===== config.mk =====
export PLATFORM = sky130hd
export DESIGN_NAME = score_display_driver
export DESIGN_NICKNAME = d
export VERILOG_FILES = /design/src/rtl/display_pkg.sv /design/src/rtl/bin2bcd_seq.sv /design/src/rtl/score_display_driver.sv
export SDC_FILE = /design/constraint.sdc
export NUM_CORES = 1
export LEC_CHECK = 0
export CELL_PAD_IN_SITES_DETAIL_PLACEMENT = 2
export CELL_PAD_IN_SITES_GLOBAL_PLACEMENT = 2
export CORE_ASPECT_RATIO = 1.25
export CORE_UTILIZATION = 32
export CTS_BUF_LIST = sky130_fd_sc_hd__clkbuf_16
export DETAILED_ROUTE_END_ITERATION = 10
export DONT_BUFFER_PORTS = 1
export GPL_TIMING_DRIVEN = 1
export PLACE_DENSITY = 0.78
export SYNTH_ARGS = -nofsm -noshare
export SYNTH_HDL_FRONTEND = slang
export SYNTH_SLANG_ARGS = --single-unit
export TNS_END_PERCENT = 50

===== constraint.sdc =====
create_clock -name clk -period 2.04 [get_ports clk]
set_input_delay 0.204 -clock clk [delete_from_list [all_inputs] [get_ports clk]]
set_output_delay 0.204 -clock clk [all_outputs]
set_load 0.02 [all_outputs]

===== src/rtl/display_pkg.sv =====
// Shared constants, converter state encoding and BCD helper for the score display.
package display_pkg;

    localparam logic [3:0]  BLANK_CODE = 4'hF;
    localparam logic [13:0] SCORE_MAX  = 14'd9999;
    localparam int unsigned BCD_DIGITS = 4;

    typedef enum logic [1:0] {
        IDLE,
        SHIFT,
        DONE
    } conv_state_t;

    function automatic logic [3:0] add3(input logic [3:0] n);
        return (n >= 4'd5) ? n + 4'd3 : n;
    endfunction

endpackage


===== src/rtl/bin2bcd_seq.sv =====
// Sequential shift-add-3 binary-to-BCD converter with start/done handshake.
module bin2bcd_seq
    import display_pkg::*;
(
    input  logic        clk,
    input  logic        rst,
    input  logic        i_start,
    input  logic [13:0] i_bin,
    output logic        o_busy,
    output logic        o_done,
    output logic [15:0] o_bcd
);

    conv_state_t r_state, w_next;
    logic [13:0] r_bin;
    logic [15:0] r_acc;
    logic [15:0] w_acc_adj;
    logic [3:0]  r_cnt;
    logic        r_busy;
    logic        w_accept;

    // busy lags IDLE by one cycle, so a strobe is only taken once busy=0 is seen
    assign w_accept = i_start && (r_state == IDLE) && !r_busy;

    always_comb begin
        w_next = r_state;
        case (r_state)
            IDLE:    if (w_accept) w_next = SHIFT;
            SHIFT:   if (r_cnt == 4'd13) w_next = DONE;
            DONE:    w_next = IDLE;
            default: w_next = IDLE;
        endcase
    end

    always_comb begin
        w_acc_adj = '0;
        for (int unsigned i = 0; i < BCD_DIGITS; i++) begin
            w_acc_adj[4*i +: 4] = add3(r_acc[4*i +: 4]);
        end
    end

    always_ff @(posedge clk) begin
        if (rst) begin
            r_state <= IDLE;
            r_busy  <= 1'b0;
            r_bin   <= '0;
            r_acc   <= '0;
            r_cnt   <= '0;
        end else begin
            r_state <= w_next;
            r_busy  <= w_accept || (r_state != IDLE);
            if (w_accept) begin
                r_bin <= (i_bin > SCORE_MAX) ? SCORE_MAX : i_bin;
                r_acc <= '0;
                r_cnt <= '0;
            end else if (r_state == SHIFT) begin
                {r_acc, r_bin} <= {w_acc_adj, r_bin} << 1;
                r_cnt          <= r_cnt + 4'd1;
            end
        end
    end

    assign o_busy = r_busy;
    assign o_done = (r_state == DONE);
    assign o_bcd  = r_acc;

endmodule


===== src/rtl/score_display_driver.sv =====
// Converts the score to BCD and time-multiplexes four digits onto a common-anode display.
module score_display_driver
    import display_pkg::*;
#(
    parameter int unsigned SCAN_DIV = 50000,
    parameter bit          BLANK_LZ = 1'b1
) (
    input  logic        clk,
    input  logic        rst,
    input  logic [13:0] score,
    input  logic        update,
    output logic        busy,
    output logic [3:0]  digit,
    output logic [3:0]  an
);

    localparam int unsigned DIV_W = (SCAN_DIV > 2) ? $clog2(SCAN_DIV) : 1;

    logic             w_done;
    logic [15:0]      w_bcd;
    logic [15:0]      r_disp;
    logic [DIV_W-1:0] r_div;
    logic [1:0]       r_idx;
    logic [1:0]       w_idx_next;
    logic             w_wrap;
    logic [3:0]       w_blank;
    logic [3:0]       r_an;
    logic [3:0]       r_digit;

    bin2bcd_seq u_conv (
        .clk     (clk),
        .rst     (rst),
        .i_start (update),
        .i_bin   (score),
        .o_busy  (busy),
        .o_done  (w_done),
        .o_bcd   (w_bcd)
    );

    assign w_wrap     = (r_div == DIV_W'(SCAN_DIV - 1));
    assign w_idx_next = w_wrap ? r_idx + 2'd1 : r_idx;

    // digit k is blank when it and every more significant nibble are zero
    always_comb begin
        w_blank = '0;
        for (int unsigned k = 1; k < BCD_DIGITS; k++) begin
            w_blank[k] = BLANK_LZ && ((r_disp >> (4 * k)) == 16'd0);
        end
    end

    // an/digit are reloaded every cycle from the upcoming index so they switch together
    always_ff @(posedge clk) begin
        if (rst) begin
            r_disp  <= '0;
            r_div   <= '0;
            r_idx   <= '0;
            r_an    <= 4'b1110;
            r_digit <= 4'h0;
        end else begin
            if (w_done) r_disp <= w_bcd;
            r_div   <= w_wrap ? '0 : r_div + DIV_W'(1);
            r_idx   <= w_idx_next;
            r_an    <= ~(4'b0001 << w_idx_next);
            r_digit <= w_blank[w_idx_next] ? BLANK_CODE : r_disp[{w_idx_next, 2'b00} +: 4];
        end
    end

    assign an    = r_an;
    assign digit = r_digit;

endmodule


Yosys cells after proc, flatten, opt, wreduce, memory -nomap -nowiden --
Index checks and enable logic that the tools add are counted.
Cells by class: add/subtract/negate cells 7, $lt $le $gt $ge 6, equality and inequality tests 6, shift-type cells 2, mux-type cells 14, bitwise gates (word level) 1, reductions and logical operators 13
Operators with widths (count):
- 16-bit logical NOT | 3
- 14-bit 2-to-1 mux | 3
- 16-bit by 1-bit adder with 16-bit output (second input constant) | 1
- 16-bit == test (second input constant) | 1
- 4-bit by 3-bit >= comparator with 1-bit output (second input constant) | 4
- 4-bit 2-to-1 mux | 4
- 16-bit by 5-bit variable part select with 4-bit output | 1
- 14-bit greater-than comparator (second input constant) | 1
- 4-bit by 2-bit adder with 4-bit output (second input constant) | 3
- 2-bit 2-to-1 mux | 3
- 4-bit by 1-bit adder with 4-bit output (second input constant) | 1
- 4-bit == test (second input constant) | 1
- 2-bit by 1-bit != test with 1-bit output (second input constant) | 2
- 4-bit NOT | 1
- 2-bit one-hot mux with 2 select lines | 1
- 2-bit nonzero test | 2
- 2-bit OR reduction | 2
- 1-bit by 2-bit << shifter with 4-bit output (first input constant) | 1
- 3-bit by 2-bit adder with 3-bit output (second input constant) | 1
- 2-bit by 3-bit < comparator with 1-bit output (second input constant) | 1
- 3-bit 2-to-1 mux | 1
- 2-bit by 1-bit adder with 2-bit output (second input constant) | 1
- 1-bit binary-select mux with 2-bit select | 1
- 2-bit by 1-bit == test with 1-bit output (second input constant) | 1
- other kinds (7) | 8
Word-level totals: register bits after elaboration 79, input port bits 17, word-level logic and storage cells 59

Longest topological paths before layout --
word-level depth 5, gate-level depth with buffers 7, mapped depth without buffers 7

By module --
A second synthesis with hierarchy kept.
Unflattened totals: cells, all modules 408, area, all modules 3658.5 um^2
By module, submodules not included:
- bin2bcd_seq | times used 1, cells each 217, area an instance 1855.5 um^2
- score_display_driver | times used 1, cells each 191, area an instance 1803.0 um^2

Worst setup path before layout --
Ideal clock, no wire load.
kind flip-flop to flip-flop, start point register r_div[0], end point register r_an[2], in the netlist an[2], library setup time 130 ps, data arrival time 1518 ps, required time 1910 ps, setup slack 391 ps, cell stages (with the launch flop) 7, buffers on the path 0, cell sequence dfxtp_1 -> ha_1 -> and3_1 -> nand4_4 -> or3_1 -> a21oi_2 -> nand2_1
Between the ends: longest elaborated chain between the ends 4
RTL lines:
- from (decl) | line score_display_driver.sv:22 | logic [DIV_W-1:0] r_div;
- from (signal assigned) | line score_display_driver.sv:61 | r_div <= w_wrap ? '0 : r_div + DIV_W'(1);
- 16-bit == test | line score_display_driver.sv:40 | assign w_wrap = (r_div == DIV_W'(SCAN_DIV - 1));
- 2-bit 2-to-1 mux | line score_display_driver.sv:41 | assign w_idx_next = w_wrap ? r_idx + 2'd1 : r_idx;
- 1-bit by 2-bit << shifter with 4-bit output | line score_display_driver.sv:63 | r_an <= ~(4'b0001 << w_idx_next);
- 4-bit NOT | line score_display_driver.sv:63
- to (signal assigned) | line score_display_driver.sv:63
- to (decl) | line score_display_driver.sv:27 | logic [3:0] r_an;
Every way passes these cells. A chain may end at the register's enable or synchronous reset.

Worst setup path after layout --
start point register r_div[0], end point register r_digit[0], in the netlist digit[0]
Between the ends: longest elaborated chain between the ends 5, elaborated cells between the ends (all ways) 6, classes of those cells eq/ne: 1; shift: 1; mux: 4
RTL lines:
- 16-bit == test * | line score_display_driver.sv:40
- 2-bit 2-to-1 mux * | line score_display_driver.sv:41
- parallel branches: the longest is 2 deep, another holds 16-bit by 5-bit variable part select with 4-bit output
- 4-bit 2-to-1 mux * | line score_display_driver.sv:64 | r_digit <= w_blank[w_idx_next] ? BLANK_CODE : r_disp[{w_idx_next, 2'b00} +: 4];
- to (signal assigned) | line score_display_driver.sv:64
- to (decl) | line score_display_driver.sv:28 | logic [3:0] r_digit;
Mark *: on every way between the ends. The select of a mux whose other input is x is not followed.

==> results.sh <==
export IMPL_wl_um=9610
export IMPL_critical_path_max_stage_delay_ns=0.36
export IMPL_gp_congestion=0.781
export IMPL_vias=3053
export IMPL_hold_viol=0
export IMPL_synth_seq_area_share_pct=44.3
export IMPL_dieArea_um2=11600
export IMPL_mostFrequentLayoutCells="dfxtp_1 (79), nand2_1 (71), nor2_1 (53), a21oi_1 (49), o21ai_0 (15)"
export IMPL_synth_top_family_by_area="simple AND/OR/NAND/NOR gates"
export IMPL_place_ws_ns=0.156
export IMPL_antenna_found_initial=0
export IMPL_min_from="score[12]"
export IMPL_drt_iter0_drc=100
export IMPL_viasPerCell=5.30
export IMPL_crit_slowest_cell="dfxtp_1"
export IMPL_cts_sinks=79
export IMPL_max_freq_mhz=532
export IMPL_layout_commonest_cell="dfxtp_1"
export IMPL_synth_cell_types=43
export IMPL_fp_dieW_um=96.4
export IMPL_drive_gt1_share_pct=8.78
export IMPL_start_util_pct=33.3
export IMPL_clk_pin_slew_ns=0.06
export IMPL_ant_nets=0
export IMPL_muxShareOfSynthArea_pct=2.21
export IMPL_path_class="flip-flop to flip-flop"
export IMPL_min_period_over_period_pct=92.2
export IMPL_fin_ws_ns=0.159
export IMPL_syn_cell_area_um2=3570
export IMPL_yosys_area_share_adder_pct=3.86
export IMPL_yosys_warnings=0
export IMPL_hold_path_class="input port to flip-flop"
export IMPL_synthFlopType="dfxtp_1"
export IMPL_setup_viol=0
export IMPL_clockBufferDepth=2
export IMPL_hpwl_um=6350
export IMPL_cp_arrival_ns=2.10
export IMPL_ys_ff_latch=79
export IMPL_coreArea_um2=10700
export IMPL_yosys_area_share_simple_pct=26.0
export IMPL_fin_worst_skew_ns=0.00615
export IMPL_grt_setup_unrepaired="no"
export IMPL_synth_xor_area_share_pct=5.61
export IMPL_synth_nets=464
export IMPL_htreeDepth=3
export IMPL_critPathLaunch="r_div[0]"
export IMPL_synth_edf_count=0
export IMPL_whs_ns=0.0613
export IMPL_critPathCaptureType="flip-flop"
export IMPL_cp_top_family="simple AND/OR/NAND/NOR gates"
export IMPL_min_period_ns=1.88
export IMPL_critPathMaxFanout=7
export IMPL_p_per_area_nw_per_um2=889
export IMPL_grt_max_degree=43
export IMPL_tns_ns=0
export IMPL_drv_cap=0
export IMPL_portBuffers=0
export IMPL_required_ns=2.26
export IMPL_drt_pre_antenna_iters=4
export IMPL_grt_first_pass_wirelength_um=16100
export IMPL_clock_latency_ns=0.34
export IMPL_track_usage_pct=18.2
export IMPL_cts_made_buffers=9
export IMPL_slew_headroom_pct=57.9
export IMPL_pin_count=26
export IMPL_crit_chain="ha_1 > and3_2 > nand4_4 > buf_4 > o211a_1 > nand3_1 > o31ai_1"
export IMPL_die_h_um=120
export IMPL_ir_drop_mv=0.310
export IMPL_outcome="finished clean"
export IMPL_worst_path_buf_inv=1
export IMPL_leakage_nw=1.47
export IMPL_reg2reg_from="r_div[0]"
export IMPL_overflow=0
export IMPL_routedWlPerCell_um=16.7
export IMPL_netlist_instances=436
export IMPL_cts_root_buffer="clkbuf_16"
export IMPL_cts_tree="built"
export IMPL_num_rows=42
export IMPL_synth_compound_area_share_pct=14.3
export IMPL_post_route_drc_count=0
export IMPL_cp_start_kind="flip-flop"
export IMPL_first_global_vias=3314
export IMPL_antenna_diode_count=0
export IMPL_finalNetCount=467
export IMPL_avgSynthCellArea_um2=8.18
export IMPL_synthArstFlopShare_pct=0
export IMPL_syn_to_final_growth_pct=15.7
export IMPL_drv_slew=0
export IMPL_worst_pin_slew_ns=0.631
==> synth_stat cells (3+ instances only) <==
master | instances | area, um2
inv_1 | 13 | 48.8
nor2_1 | 53 | 199
and2_1 | 5 | 31.3
nor3_1 | 13 | 65.1
o21ai_0 | 15 | 75.1
dfxtp_1 | 79 | 1580
xor2_1 | 11 | 96.3
nand4_1 | 6 | 37.5
o22ai_1 | 4 | 25.0
mux2_2 | 4 | 45.0
nand2b_1 | 9 | 56.3
ha_1 | 11 | 138
xnor2_1 | 10 | 87.6
o31ai_1 | 5 | 37.5
or3_1 | 5 | 31.3
clkbuf_1 | 20 | 75.1
nand3_1 | 11 | 55.1
nor2b_1 | 3 | 18.8
nand2_1 | 71 | 267
nor4_1 | 7 | 43.8
a311oi_1 | 6 | 52.6
a21oi_1 | 49 | 245
==> power by group <==
group / internal (W) / total [W] / switching, W
combinational: 0.0000763 / 0.000217 / 0.000141
sequential: 0.00159 / 0.00162 / 0.0000317
clock: 0.00119 / 0.00184 / 0.000649
==> registers in the layout (all words and copies together), names as in the netlist <==
| name | count |
|---|---|
| u_conv.r_cnt | 4 |
| r_div | 16 |
| u_conv.r_state | 2 |
| r_disp | 16 |
| r_idx | 2 |
| an | 4 |
| u_conv.r_bin | 14 |
| digit | 4 |
| u_conv.o_busy | 1 |
| u_conv.o_bcd | 16 |
==> final cells by class <==
cell class                 instances  area (um2)
tap                              132         165
timing repair buffer              14         118
multi-input combinational        322        1880
inverter                          13        48.8
sequential                        79        1580
clock inverter                     7         110
fill                            1214        6590
clock buffer                       9         225
==> kinds of logic after synthesis <==
family          Yosys count
fa+ha+maj                11
xor+xnor                 22
simple gates            194
buf+inv                  35
flops                    79
compound gates           88
mux                       7
==> layer usage <==
| metal | vias up | share of wire, % | track usage (%) | wire [um] |
|---|---|---|---|---|
| met5 | - | 0 | 0 | 0 |
| met4 | 0 | 1.8 | 7.72 | 176 |
| met2 | 19 | 54 | 32.1 | 5150 |
| met3 | 12 | 1.8 | 4.12 | 177 |
| met1 | 1523 | 43 | 20.6 | 4110 |
| li1 | 1499 | - | - | - |
==> per-stage QoR <==
step           instances  instance area, um2  utilization [%]  power [W]
5_1_grt              576                4130             38.5    0.00380
4_1_cts              573                4080             38.1    0.00372
6_report             576                4130             38.5    0.00367
2_1_floorplan        436                3570                -    0.00179
3_5_place_dp         556                3730             34.8    0.00185
3_3_place_gp         556                3730             34.8    0.00184
==> worst register-to-register path, delay by kind of cell, from the launching register on <==
family	cells	cell delay, ns
compound gates	2	0.33
fa+ha+maj	1	0.23
buf+inv	1	0.21
flops	1	0.36
simple gates	3	0.62
==> what timing repair did <==
item	in CTS	in global routing
hold endpoints to repair	44	0
gates resized for setup	0	4
endpoints found under the setup margin	0	3
setup buffers	0	3
hold buffers	1	0
==> final timing paths <==
| check | slack (ns) | to | cells after the start |
|---|---|---|---|
| setup / recovery | 0.16 | digit[0] | 7 |
| hold / removal | 0.06 | u_conv.r_bin[12] | 2 |
| setup reg to reg | 0.16 | digit[0] | 7 |
| hold reg to reg | 0.46 | u_conv.r_bin[11] | 2 |
(Power assumes the default switching activity.)
